--- src/rtl/pcie_tl_router_if.sv ---
// Bus bundle between the transaction-layer router and its input/output FIFOs.
// The master side is the FIFO environment; the slave side is the router.
interface pcie_tl_router_if #(
  parameter int NUM_PORTS = 4,
  parameter int DATA_W    = 10
);
  logic                          enable;
  logic [NUM_PORTS-1:0]          in_empty;
  logic [NUM_PORTS*DATA_W-1:0]   in_data;
  logic [NUM_PORTS-1:0]          in_pop;
  logic [NUM_PORTS-1:0]          out_afull;
  logic [NUM_PORTS-1:0]          out_push;
  logic [NUM_PORTS*DATA_W-1:0]   out_data;
  logic                          busy;
  logic [15:0]                   pkt_count;

  modport master (
    output enable, in_empty, in_data, out_afull,
    input  in_pop, out_push, out_data, busy, pkt_count
  );

  modport slave (
    input  enable, in_empty, in_data, out_afull,
    output in_pop, out_push, out_data, busy, pkt_count
  );
endinterface

--- src/rtl/pcie_tl_router.sv ---
// Transaction-layer router: moves one word per cycle from NUM_PORTS input
// FIFOs to NUM_PORTS output FIFOs over a shared channel. The destination is
// the top log2(NUM_PORTS) bits of each word. The pop is combinational in the
// grant cycle; the push is registered and appears one cycle later.
module pcie_tl_router #(
  parameter int NUM_PORTS = 4,
  parameter int DATA_W    = 10,
  parameter bit RR_EN     = 1'b0
) (
  input logic             clk,
  input logic             reset_L,
  pcie_tl_router_if.slave bus
);
  localparam int SEL_W = $clog2(NUM_PORTS);
  typedef logic [SEL_W-1:0] sel_t;

  logic [NUM_PORTS-1:0]        elig_s;
  logic [NUM_PORTS-1:0]        pop_s;
  logic                        grant_vld_s;
  sel_t                        grant_idx_s;
  sel_t                        cand_s;
  logic [DATA_W-1:0]           grant_word_s;
  sel_t                        grant_dest_s;
  logic [NUM_PORTS-1:0]        push_nxt_s;
  logic [NUM_PORTS*DATA_W-1:0] data_nxt_s;
  logic [NUM_PORTS-1:0]        push_r;
  logic [NUM_PORTS*DATA_W-1:0] data_r;
  logic [15:0]                 cnt_r;
  sel_t                        rr_ptr_r;

  // Destination field carried in the top bits of a word.
  function automatic sel_t dest_of(input logic [DATA_W-1:0] w);
    return w[DATA_W-1 -: SEL_W];
  endfunction

  // An input is eligible when it holds a word and its target output has room.
  always_comb begin
    elig_s = '0;
    for (int i = 0; i < NUM_PORTS; i++) begin
      if (bus.enable && reset_L && !bus.in_empty[i] &&
          !bus.out_afull[dest_of(bus.in_data[i*DATA_W +: DATA_W])]) begin
        elig_s[i] = 1'b1;
      end else begin
        elig_s[i] = 1'b0;
      end
    end
  end

  // Pick one eligible input: lowest index, or first after rr_ptr in round-robin.
  always_comb begin
    grant_vld_s = 1'b0;
    grant_idx_s = '0;
    cand_s      = '0;
    for (int k = 1; k <= NUM_PORTS; k++) begin
      if (RR_EN) begin
        // Power-of-2 port count: the SEL_W-bit sum wraps modulo NUM_PORTS.
        cand_s = rr_ptr_r + sel_t'(k);
      end else begin
        cand_s = sel_t'(k - 1);
      end
      if (!grant_vld_s && elig_s[cand_s]) begin
        grant_vld_s = 1'b1;
        grant_idx_s = cand_s;
      end else begin
        grant_vld_s = grant_vld_s;
        grant_idx_s = grant_idx_s;
      end
    end
  end

  // Pop strobe for the winner and the push/data values to register next edge.
  always_comb begin
    pop_s        = '0;
    push_nxt_s   = '0;
    data_nxt_s   = '0;
    grant_word_s = bus.in_data[grant_idx_s*DATA_W +: DATA_W];
    grant_dest_s = dest_of(grant_word_s);
    if (grant_vld_s) begin
      pop_s[grant_idx_s]                          = 1'b1;
      push_nxt_s[grant_dest_s]                    = 1'b1;
      data_nxt_s[grant_dest_s*DATA_W +: DATA_W]   = grant_word_s;
    end else begin
      pop_s      = '0;
      push_nxt_s = '0;
      data_nxt_s = '0;
    end
  end

  // Registered output stage, routed-word counter and round-robin pointer.
  always_ff @(posedge clk or negedge reset_L) begin
    if (!reset_L) begin
      push_r   <= '0;
      data_r   <= '0;
      cnt_r    <= 16'h0000;
      rr_ptr_r <= sel_t'(NUM_PORTS - 1);
    end else begin
      push_r <= push_nxt_s;
      data_r <= data_nxt_s;
      if (grant_vld_s) begin
        cnt_r    <= cnt_r + 16'd1;
        rr_ptr_r <= grant_idx_s;
      end
    end
  end

  assign bus.in_pop    = pop_s;
  assign bus.out_push  = push_r;
  assign bus.out_data  = data_r;
  assign bus.pkt_count = cnt_r;
  assign bus.busy      = (|push_r) | ~(&bus.in_empty);

endmodule

--- src/flat_wrapper.sv ---
// flat-port wrapper written by rule: the top's interface ports become plain ports
module pcie_tl_router_flat 
#(
  parameter int NUM_PORTS = 4,
  parameter int DATA_W    = 10,
  parameter bit RR_EN     = 1'b0
)
  (clk, reset_L, bus_enable, bus_in_empty, bus_in_data, bus_out_afull, bus_in_pop, bus_out_push, bus_out_data, bus_busy, bus_pkt_count);
  pcie_tl_router_if #(.NUM_PORTS(NUM_PORTS), .DATA_W(DATA_W)) bus_i ();
  input logic clk;
  input logic reset_L;
  input wire logic [$bits(bus_i.enable)-1:0] bus_enable;
  input wire logic [$bits(bus_i.in_empty)-1:0] bus_in_empty;
  input wire logic [$bits(bus_i.in_data)-1:0] bus_in_data;
  input wire logic [$bits(bus_i.out_afull)-1:0] bus_out_afull;
  output wire logic [$bits(bus_i.in_pop)-1:0] bus_in_pop;
  output wire logic [$bits(bus_i.out_push)-1:0] bus_out_push;
  output wire logic [$bits(bus_i.out_data)-1:0] bus_out_data;
  output wire logic [$bits(bus_i.busy)-1:0] bus_busy;
  output wire logic [$bits(bus_i.pkt_count)-1:0] bus_pkt_count;
  assign bus_i.enable = bus_enable;
  assign bus_i.in_empty = bus_in_empty;
  assign bus_i.in_data = bus_in_data;
  assign bus_i.out_afull = bus_out_afull;
  assign bus_in_pop = bus_i.in_pop;
  assign bus_out_push = bus_i.out_push;
  assign bus_out_data = bus_i.out_data;
  assign bus_busy = bus_i.busy;
  assign bus_pkt_count = bus_i.pkt_count;
  pcie_tl_router #(.NUM_PORTS(NUM_PORTS), .DATA_W(DATA_W), .RR_EN(RR_EN)) u_core (.clk(clk), .reset_L(reset_L), .bus(bus_i));
endmodule
--- config.mk ---
export PLATFORM = sky130hd
export DESIGN_NAME = pcie_tl_router_flat
export DESIGN_NICKNAME = d
export VERILOG_FILES = /design/src/rtl/pcie_tl_router_if.sv /design/src/rtl/pcie_tl_router.sv /design/src/flat_wrapper.sv
export SDC_FILE = /design/constraint.sdc
export NUM_CORES = 1
export LEC_CHECK = 0
export CORE_MARGIN = 3
export CORE_UTILIZATION = 35
export DETAILED_ROUTE_END_ITERATION = 6
export DONT_BUFFER_PORTS = 1
export HOLD_SLACK_MARGIN = 0.12
export PLACE_DENSITY = 0.54
export SKIP_LAST_GASP = 1
export SYNTH_ARGS = -nofsm -noshare
export SYNTH_HDL_FRONTEND = slang
export SYNTH_SLANG_ARGS = --single-unit
--- constraint.sdc ---
create_clock -name clk -period 2.9 [get_ports clk]
set_input_delay 0.145 -clock clk [delete_from_list [all_inputs] [get_ports clk]]
set_output_delay 0.145 -clock clk [all_outputs]
set_load 0.1 [all_outputs]
==> key figures, run 1 <==
Setup path
  – Setup crit end: u_core.bus.out_data[27]
  – Worst r2r dst: u_core.bus.pkt_count[15]
  – Cells on worst reg2reg path: 6
  – CP peak stage delay: 0.45 ns
  – Crit-path cells: mux4_2 -> or3_1 -> buf_4 -> nand3_2 -> a21boi_4 -> or2_4 -> ha_4 -> clkinv_4 -> mux2i_1 -> o311a_1 -> mux2_4 -> nor2_1
  – Worst path slowest cell: mux4_2
  – Worst R2R Start: u_core.bus.pkt_count[8]
  – Critical path's top delay family: simple AND/OR/NAND/NOR gates
  – Worst Path Arrival: 2.89 ns
  – CP Max Fanout: 6
  – Worst Setup SP: bus_in_data[8]
  – Critical Path Sink Type: flip-flop
  – CP Launch Type: input pin
  – Crit Path Class: input pin to flip-flop
  – Reg2Reg Setup Slack: 1.14 ns
  – Crit path depth: 12
  – Required @ worst endpoint: 3.13 ns
  – CP bufs+invs: 2

STA
  – Slew Viols, Final: 0
  – Clock skew: 0.00172 ns
  – Hold Vio Cnt, Final: 0
  – # setup viols final: 0
  – Final period util: 0.918
  – Worst Setup Slack, final: 0.238 ns
  – Max_slew headroom: 0.376
  – Max Fclk: 376 MHz
  – Worst-Margin Slew: 0.936 ns
  – Min Tclk post-route: 2.66 ns
  – RSZ-0062 raised after global routing: no

Die
  – Io pins: 116
  – Core area: 0.00893 mm2
  – Die Wd: 103 um
  – Die ar.: 0.0106 mm2
  – Initial Util: 0.369
  – Cell Rows: 34
  – Die span in y: 103 um

Pwr
  – Clk pwr share: 0.173
  – Pleak: 1.93 nW
  – Sw frac: 0.439
  – Gate power share: 0.428
  – Switching pwr: 1.04 mW
  – Total power: 2.36 mW
  – Power per Cell Area: 568 mW/mm2
  – Int Pwr: 1.32 mW
  – Worst vdd ir: 379 uV
  – Reg power frac: 0.399

Final layout
  – Share of layout cells above drive strength 1: 0.330
  – Layout Nets: 451
  – Most frequent cells in the layout: buf_4 (78), dfrtp_1 (53), nor2_1 (19)
  – Post-route cell area: 0.00416 mm2
  – Ant diodes: 0
  – Leading cell type in the layout, fill and taps excluded: buf_4
  – Filler cells: 843
  – P&R area growth vs syn: 25.9%

Drt
  – Via density per instance: 5.53
  – Routed Wire Length: 9.26 mm
  – Drt pass-1 iters: 4
  – Antenna Violating Nets Remaining: 0
  – Drt drc: 0
  – Routed via count: 2777
  – WL/cell: 18.4 um
  – Starting DRT DRC Count: 128

Place
  – Number of I/O port buffers: 0
  – Dpl ws: -0.0598 ns
  – Placed instance area: 0.00403 mm2
  – Post-DP HPWL: 7.40 mm
  – Final RePlAce weighted congestion: 0.911

Synth
  – Ys async rst share: 1.00
  – Post-synth cell types: 70
  – Sequential fraction of the synthesis area: 0.425
  – Yosys warning count: 0
  – Mapped Avg Cell Area: 10.2 um2
  – Post-Syn Area: 0.00330 mm2
  – Primary FF master, synth: dfrtp_1
  – Cells after synthesis: 323
  – Post-synth EDFFs: 0
  – Yosys reg bits: 56
  – Post-synth net total: 381

GRT
  – Pin count of the biggest net entering global routing: 57
  – Vias in the first global route: 2771
  – Initial antenna violation count: 0
  – Total Routing Usage GR: 0.171
  – Grt total ovfl: 0
  – First-pass GRT wire length: 14.1 mm

Clock tree
  – # Post-CTS Setup Buffers: 0
  – Sink Count: 56
  – CTS clk-pin slew, worst paths: 0.09 ns
  – Clk_lat worst skew: 0.30 ns
  – H-tree depth: 2
  – Root buffer cell: clkbuf_8
  – CTS tree: yes
  – CTS Buf Count: 5
  – Max Root-Sink Buffers: 2

Run status
  – Status: finished clean

Flow run
  – Maximum Capacitance Violations: 0

Worst hold path
  – Worst Hold Class: input pin to asynchronous set/reset pin
-- stage by stage --
step / setup TNS (ns) / instances / hold slack, ns / utilization
2_1_floorplan: -0.398 / 323 / -0.151 / -
3_3_place_gp: -0.0898 / 492 / -0.149 / 0.451
3_5_place_dp: -0.177 / 492 / -0.149 / 0.451
4_1_cts: 0 / 502 / 0.340 / 0.465
5_1_grt: 0 / 502 / 0.353 / 0.465
6_report: 0 / 502 / 0.339 / 0.465
-- Yosys cell counts (all sizes together), types with 4 or more instances --
| library cell | n | area share |
|---|---|---|
| inv | 9 | 0.012 |
| a21oi | 11 | 0.019 |
| buf | 9 | 0.020 |
| nand2 | 18 | 0.020 |
| dfrtp | 56 | 0.42 |
| ha | 7 | 0.027 |
| nand3b | 4 | 0.0091 |
| nor3 | 12 | 0.020 |
| nand4 | 5 | 0.0095 |
| o21ai | 14 | 0.021 |
| mux4 | 4 | 0.027 |
| nor2 | 26 | 0.031 |
| mux2i | 15 | 0.046 |
| o211ai | 4 | 0.013 |
| xnor2 | 13 | 0.035 |
| clkbuf | 9 | 0.010 |
| and2 | 4 | 0.0076 |
| nand3 | 16 | 0.024 |
| o22ai | 5 | 0.0095 |
| mux2 | 9 | 0.033 |
| or3 | 4 | 0.0091 |
| o211a | 5 | 0.015 |
-- area by class of cell --
cell class / count / area, um2 / area share
sequential: 56 / 1410 / 0.338
multi-input combinational: 238 / 1820 / 0.438
clock inverter: 1 / 8.76 / 0.00211
inverter: 11 / 65.1 / 0.0157
clock buffer: 7 / 76.3 / 0.0184
tap: 108 / 135 / 0.0325
timing repair buffer: 81 / 643 / 0.155
-- cells by family after synthesis --
family | synth area share
xor gates and xnor gates | 0.0398
DFF | 0.425
AOI/OAI and AO/OA | 0.179
buffers and inverters | 0.0447
adders and majority gates | 0.0265
muxes | 0.106
and+or+nand+nor | 0.180
-- per-layer routing --
metal	track usage	share of wire	vias up
li1	-	-	1329
met1	0.231	0.44	1334
met2	0.281	0.48	105
met3	0.0399	0.070	9
met4	0.0369	0.0095	0
met5	0	0	-
-- sequential cells by signal, summed over array words and instances, names as in the netlist --
name and count:
u_core.bus.pkt_count 16, u_core.bus.out_data 38, u_core.bus.out_push 2
-- repair_timing --
action | CTS | global route
resized for setup | 0 | 0
endpoints found under the setup margin | 0 | 0
hold buffers | 2 | 0
endpoints found under the hold margin | 56 | 0
-- power by group through the flow --
stage	sequential (mW)	clock [mW]	combinational [mW]
floorplan	1.26	0	0.415
global placement	0.958	0	0.985
detailed placement	0.960	0	0.986
CTS	0.945	0.426	1.01
global route	0.951	0.461	1.08
finish	0.943	0.408	1.01
-- worst min-delay path by stage --
stage,to,cells past startpoint,startpoint,slack [ns]
floorplan,u_core.bus.out_data[0],0,reset_L,-0.15
global placement,u_core.bus.pkt_count[5],0,reset_L,-0.15
detailed placement,u_core.bus.pkt_count[5],0,reset_L,-0.15
CTS,u_core.bus.pkt_count[8],2,reset_L,0.34
global route,u_core.bus.pkt_count[8],2,reset_L,0.35
finish,u_core.bus.pkt_count[8],2,reset_L,0.34
Power figures use the tool's default switching activity.
==> inputs of run 2 (changes only) <==
- CELL_PAD_IN_SITES_DETAIL_PLACEMENT: default -> 0
- CELL_PAD_IN_SITES_GLOBAL_PLACEMENT: default -> 1
- PLACE_DENSITY: 0.54 -> 0.66
==> run 2 against run 1 <==
Effect of this change:
- non-clock buffer count is 6 lower
- design area is 0.87% lower
- sequential share of layout area up 0.30 points
- core utilization shrank 0.41 points
- clock power increased by 7.1%
- worst hold slack better by 0.0083 ns
- setup slack got worse by 0.028 ns
- die area unchanged
- combinational power barely moved
- cell count decreased by 1.2%
==> key figures, run 2 (synthesis gave the netlist of run 1 again) <==
GRT
  – Grt total ovfl: 0 (unchanged)
  – Vias in the first global route: 2832 (+2.2%)
  – First-pass GRT wire length: 14.5 mm (+2.3%)
  – Pin count of the biggest net entering global routing: 57 (unchanged)
  – Total Routing Usage GR: 0.175 (+0.00375)
  – Initial antenna violation count: 0 (unchanged)

Pwr
  – Worst vdd ir: 417 uV (+10%)
  – Clk pwr share: 0.183 (+0.010)
  – Total power: 2.38 mW (+0.89%)
  – Reg power frac: 0.397 (-0.002)
  – Power per Cell Area: 578 mW/mm2 (+1.8%)
  – Sw frac: 0.438 (-0.000691)
  – Pleak: 1.90 nW (-1.4%)
  – Gate power share: 0.420 (-0.008)
  – Int Pwr: 1.34 mW (+1.0%)
  – Switching pwr: 1.04 mW (+0.73%)

Drt
  – Via density per instance: 5.55 (+0.30%)
  – Drt pass-1 iters: 4 (unchanged)
  – Antenna Violating Nets Remaining: 0 (unchanged)
  – Routed via count: 2752 (-0.90%)
  – Drt drc: 0 (unchanged)
  – WL/cell: 18.7 um (+1.5%)
  – Routed Wire Length: 9.28 mm (+0.28%)
  – Starting DRT DRC Count: 170 (+33%)

Place
  – Placed instance area: 0.00399 mm2 (-1.1%)
  – Number of I/O port buffers: 0 (unchanged)
  – Final RePlAce weighted congestion: 0.884 (-3.0%)
  – Post-DP HPWL: 7.36 mm (-0.58%)
  – Post-Place Cells: 486 (-1.2%)

Final layout
  – Filler cells: 860 (+2.0%)
  – Core Util, Final: 0.461 (-0.00406)
  – Max reg flops: 38 (unchanged)
  – Most frequent cells in the layout: buf_4 (72), dfrtp_1 (53), nor2_1 (19)
  – Layout Nets: 445 (-1.3%)
  – Post-route cell area: 0.00412 mm2 (-0.87%)
  – Ant diodes: 0 (unchanged)
  – Share of layout cells above drive strength 1: 0.322 (-0.00778)
  – Leading cell type in the layout, fill and taps excluded: buf_4
  – P&R area growth vs syn: 24.8%
  – Non-filler cells, final: 496 (-1.2%)

STA
  – Min Tclk post-route: 2.69 ns (+0.0277 ns)
  – Clock skew: 0.000976 ns (-0.000745 ns)
  – Slew Viols, Final: 0 (unchanged)
  – Worst-Margin Slew: 0.921 ns (-0.0146 ns)
  – Hold Vio Cnt, Final: 0 (unchanged)
  – # setup viols final: 0 (unchanged)
  – RSZ-0062 raised after global routing: no
  – Final period util: 0.927 (+0.00954)
  – Max_slew headroom: 0.386 (+0.00976)
  – Max Fclk: 372 MHz (-1.0%)

Clock tree
  – Root buffer cell: clkbuf_8
  – Sink Count: 56 (unchanged)
  – Clk_lat worst skew: 0.31 ns (about the same)
  – CTS tree: yes
  – Post-CTS Resized: 0 (unchanged)
  – CTS Buf Count: 5 (unchanged)
  – H-tree depth: 2 (unchanged)
  – # Post-CTS Setup Buffers: 0 (unchanged)
  – Max Root-Sink Buffers: 2 (unchanged)
  – CTS clk-pin slew, worst paths: 0.09 ns (about the same)

Setup path
  – CP Max Fanout: 7 (+1)
  – CP bufs+invs: 3 (+1)
  – Crit-path cells: mux4_2 -> or3_1 -> buf_4 -> inv_16 -> o21ai_2 -> a32oi_2 -> inv_2 -> ha_1 -> nand4b_1 -> nand2b_1 -> nor2_2 -> o2bb2ai_1
  – Cells on worst reg2reg path: 6 (unchanged)
  – Worst R2R Start: u_core.bus.pkt_count[7]
  – Worst Path Arrival: 2.91 ns (+0.02 ns)
  – Required @ worst endpoint: 3.12 ns (about the same)
  – Critical Path Sink Type: flip-flop
  – Worst Setup SP: bus_in_data[8]
  – CP peak stage delay: 0.46 ns (about the same)
  – Reg2Reg Setup Slack: 1.13 ns (about the same)
  – Worst r2r dst: u_core.bus.pkt_count[15]
  – Crit Path Class: input pin to flip-flop
  – Worst path slowest cell: mux4_2
  – CP Launch Type: input pin
  – Critical path's top delay family: simple AND/OR/NAND/NOR gates

Die
  – Die ar.: 0.0106 mm2 (unchanged)
  – Die span in y: 103 um (unchanged)
  – Io pins: 116 (unchanged)
  – Cell Rows: 34 (unchanged)
  – Core area: 0.00893 mm2 (unchanged)
  – Initial Util: 0.369 (unchanged)
  – Die Wd: 103 um (unchanged)

Run status
  – Status: finished clean

Flow run
  – Maximum Capacitance Violations: 0 (unchanged)

Worst hold path
  – Worst Hold Class: input pin to asynchronous set/reset pin
==> run 2: changes by cell type in the layout (fill, tap and decap cells not counted) <==
cell	change
clkinv_4	-1
clkbuf_1	-1
clkinvlp_4	+1
buf_4	-6
clkbuf_8	+1
==> run 2: how the worst max path moves through the flow <==
stage | end | slack (ns) | depth (start not counted)
global route | u_core.bus.out_data[6] | 0.09 | 12
finish | u_core.bus.out_data[6] | 0.21 | 12
detailed placement | u_core.bus.out_data[6] | -0.08 | 12
floorplan | u_core.bus.out_data[11] | -0.08 | 13
global placement | u_core.bus.out_data[6] | -0.08 | 12
CTS | u_core.bus.out_data[6] | 0.24 | 12
==> run 2: cell type report <==
class,instances,area (um2),area share
clock buffer,7,86.3,0.0210
clock inverter,1,7.51,0.00182
inverter,11,65.1,0.0158
multi-input combinational,238,1820,0.442
sequential,56,1410,0.341
tap,108,135,0.0328
timing repair buffer,75,598,0.145
==> run 2: worst register-to-register path: cells and delay by family (launching register included) <==
kind	cells	cell delay [ns]
simple gates	4	0.82
flops	1	0.34
buf+inv	1	0.31
xor+xnor	1	0.16
==> run 2: power groups by stage <==
| stage | sequential, mW | clock [mW] | combinational, mW |
|---|---|---|---|
| 2_1_floorplan | 1.26 | 0 | 0.415 |
| 3_3_place_gp | 0.958 | 0 | 0.975 |
| 3_5_place_dp | 0.963 | 0 | 0.977 |
| 4_1_cts | 0.947 | 0.448 | 1.00 |
| 5_1_grt | 0.952 | 0.481 | 1.07 |
| 6_report | 0.946 | 0.437 | 1.00 |
==> run 2: timing repair <==
action / in CTS / in global routing
endpoints found under the hold margin: 56 / 0
hold buffers: 2 / 0
setup endpoints to repair: 0 / 0
==> run 2: metal layers <==
metal | track usage | wire, um | vias to the layer above
li1 | - | - | 1327
met1 | 0.226 | 4240 | 1319
met2 | 0.287 | 4340 | 92
met3 | 0.0447 | 550 | 14
met4 | 0.0538 | 150 | 0
met5 | 0 | 0 | -
==> run 2: through the flow <==
stage | setup TNS, ns | hold slack, ns | setup WS [ns]
floorplan | -0.398 | -0.151 | -0.0751
global placement | -0.314 | -0.149 | -0.0763
detailed placement | -0.405 | -0.149 | -0.0760
CTS | 0 | 0.348 | 0.236
global route | 0 | 0.363 | 0.0882
finish | 0 | 0.347 | 0.210
==> inputs of run 3 (changes only) <==
- PLACE_DENSITY: 0.66 -> 0.71
==> run 3 against run 2 <==
Effect of this change:
- via count rose by 0.58%
- global-route usage fell by 0.34 points
- sequential power is 1% higher
- clock skew barely moved
- core utilization up 0.39 points
- largest power group unchanged
- combinational power hardly changed
- cell count is 0.60% higher
- first-iteration DRC count fell by 15%
==> key figures, run 3 (synthesis gave the netlist of run 1 again) <==
STA
  – Worst-Margin Slew: 0.934 ns (+0.0131 ns)
  – Setup TNS: 0 ns (unchanged)
  – Max Fclk: 373 MHz (+0.25%)
  – RSZ-0062 raised after global routing: no
  – Worst Setup Slack, final: 0.217 ns (+0.00673 ns)
  – Clock skew: 0.00111 ns (+0.000131 ns)
  – Final period util: 0.925 (-0.00232)
  – # setup viols final: 0 (unchanged)
  – Hold slack: 0.374 ns (+0.0264 ns)
  – Hold Vio Cnt, Final: 0 (unchanged)
  – Min Tclk post-route: 2.68 ns (-0.00673 ns)
  – Max_slew headroom: 0.378 (-0.00829)
  – Slew Viols, Final: 0 (unchanged)

Final layout
  – Ant diodes: 0 (unchanged)
  – Most frequent cells in the layout: buf_4 (74), dfrtp_1 (53), nor2_1 (19)
  – Share of layout cells above drive strength 1: 0.327 (+0.00520)
  – Max reg flops: 38 (unchanged)
  – Post-route cell area: 0.00415 mm2 (+0.85%)
  – P&R area growth vs syn: 25.9%
  – Layout Nets: 448 (+0.67%)
  – Leading cell type in the layout, fill and taps excluded: buf_4

Die
  – Die span in y: 103 um (unchanged)
  – Die Wd: 103 um (unchanged)
  – Cell Rows: 34 (unchanged)
  – Core area: 0.00893 mm2 (unchanged)
  – Die ar.: 0.0106 mm2 (unchanged)
  – Io pins: 116 (unchanged)
  – Initial Util: 0.369 (unchanged)

GRT
  – Pin count of the biggest net entering global routing: 57 (unchanged)
  – Vias in the first global route: 2802 (-1.1%)
  – Grt total ovfl: 0 (unchanged)
  – Initial antenna violation count: 0 (unchanged)
  – Total Routing Usage GR: 0.171 (-0.00336)
  – First-pass GRT wire length: 14.2 mm (-1.8%)

Drt
  – Routed Wire Length: 9.20 mm (-0.87%)
  – Drt pass-1 iters: 4 (unchanged)
  – Antenna Violating Nets Remaining: 0 (unchanged)
  – Routed via count: 2768 (+0.58%)
  – Starting DRT DRC Count: 144 (-15%)
  – Via density per instance: 5.55 (about the same)
  – WL/cell: 18.4 um (-1.5%)
  – Drt drc: 0 (unchanged)

Setup path
  – Worst Path Arrival: 2.89 ns (-0.02 ns)
  – Reg2Reg Setup Slack: 1.14 ns (about the same)
  – CP Max Fanout: 6 (-1)
  – Critical Path Sink Type: flip-flop
  – Crit Path Class: input pin to flip-flop
  – CP Launch Type: input pin
  – Required @ worst endpoint: 3.10 ns (-0.02 ns)

Pwr
  – Gate power share: 0.421 (about the same)
  – Switching pwr: 1.05 mW (+0.65%)
  – Clk pwr share: 0.182 (about the same)
  – Power per Cell Area: 578 mW/mm2 (about the same)
  – Worst vdd ir: 653 uV (+57%)
  – Pleak: 1.92 nW (+1.0%)
  – Reg power frac: 0.397 (about the same)
  – Sw frac: 0.437 (-0.000960)
  – Total power: 2.40 mW (+0.87%)
  – Int Pwr: 1.35 mW (+1.0%)

Clock tree
  – Sink Count: 56 (unchanged)
  – H-tree depth: 2 (unchanged)
  – CTS Buf Count: 5 (unchanged)
  – CTS tree: yes
  – Root buffer cell: clkbuf_8
  – CTS clk-pin slew, worst paths: 0.10 ns (about the same)
  – # Post-CTS Setup Buffers: 0 (unchanged)
  – Clk_lat worst skew: 0.30 ns (about the same)
  – Max Root-Sink Buffers: 2 (unchanged)

Place
  – Placed instance area: 0.00402 mm2 (+0.88%)
  – Dpl ws: -0.0725 ns (+0.00348 ns)
  – Number of I/O port buffers: 0 (unchanged)
  – Final RePlAce weighted congestion: 0.916 (+3.6%)
  – Post-DP HPWL: 7.25 mm (-1.5%)

Flow run
  – Maximum Capacitance Violations: 0 (unchanged)

Worst hold path
  – Worst Hold Class: input pin to asynchronous set/reset pin

Run status
  – Status: finished clean
-- run 3: final timing paths --
path                       depth (start not counted)                     start                       end
setup / recovery                                  13            bus_in_data[8]    u_core.bus.out_data[3]
min in group clk                                   5            bus_in_data[9]   u_core.bus.out_data[38]
hold reg to reg                                    1  u_core.bus.pkt_count[14]  u_core.bus.pkt_count[14]
hold / removal                                     2                   reset_L   u_core.bus.out_data[15]
setup reg to reg                                   6   u_core.bus.pkt_count[6]  u_core.bus.pkt_count[15]
max in group asynchronous                          2                   reset_L   u_core.bus.out_data[28]
-- run 3: timing repair --
action                    CTS  global route
gates resized for setup     0             0
hold buffers                2             0
hold endpoints to repair   56             0
-- run 3: final cells by class --
cell class,count,area (um2)
fillers,826,4780
well taps,108,135
inverters,11,65.1
clock buffers,7,86.3
flip-flops and latches,56,1410
repair buffers,78,633
multi-input cells,238,1820
clock inverters,1,7.51
-- run 3: per-layer routing --
metal | vias to the layer above | share of wire | global-route usage
li1 | 1328 | - | -
met1 | 1334 | 0.43 | 0.218
met2 | 96 | 0.48 | 0.289
met3 | 10 | 0.075 | 0.0494
met4 | 0 | 0.012 | 0.0398
met5 | - | 0 | 0
-- run 3: critical path, cell delays in order --
cell and delay (ns):
mux4_2 0.46, or3_1 0.37, buf_4 0.20, nand3_2 0.10
a21boi_4 0.06, or2_4 0.29, ha_4 0.31, clkinv_4 0.06
buf_4 0.13, nor2_1 0.19, nand3b_1 0.17, buf_4 0.17
o2bb2ai_1 0.22
-- run 3: power by group through the flow --
| stage | logic (mW) | registers [mW] | clock network, mW |
|---|---|---|---|
| 4_1_cts | 1.01 | 0.952 | 0.446 |
| 6_report | 1.01 | 0.955 | 0.437 |
| 3_5_place_dp | 0.988 | 0.968 | 0 |
| 2_1_floorplan | 0.415 | 1.26 | 0 |
| 5_1_grt | 1.08 | 0.962 | 0.485 |
| 3_3_place_gp | 0.984 | 0.964 | 0 |
-- run 3: through the flow --
| stage | utilization | instances |
|---|---|---|
| floorplan | - | 323 |
| global placement | 0.450 | 489 |
| detailed placement | 0.450 | 489 |
| CTS | 0.465 | 499 |
| global route | 0.465 | 499 |
| finish | 0.465 | 499 |
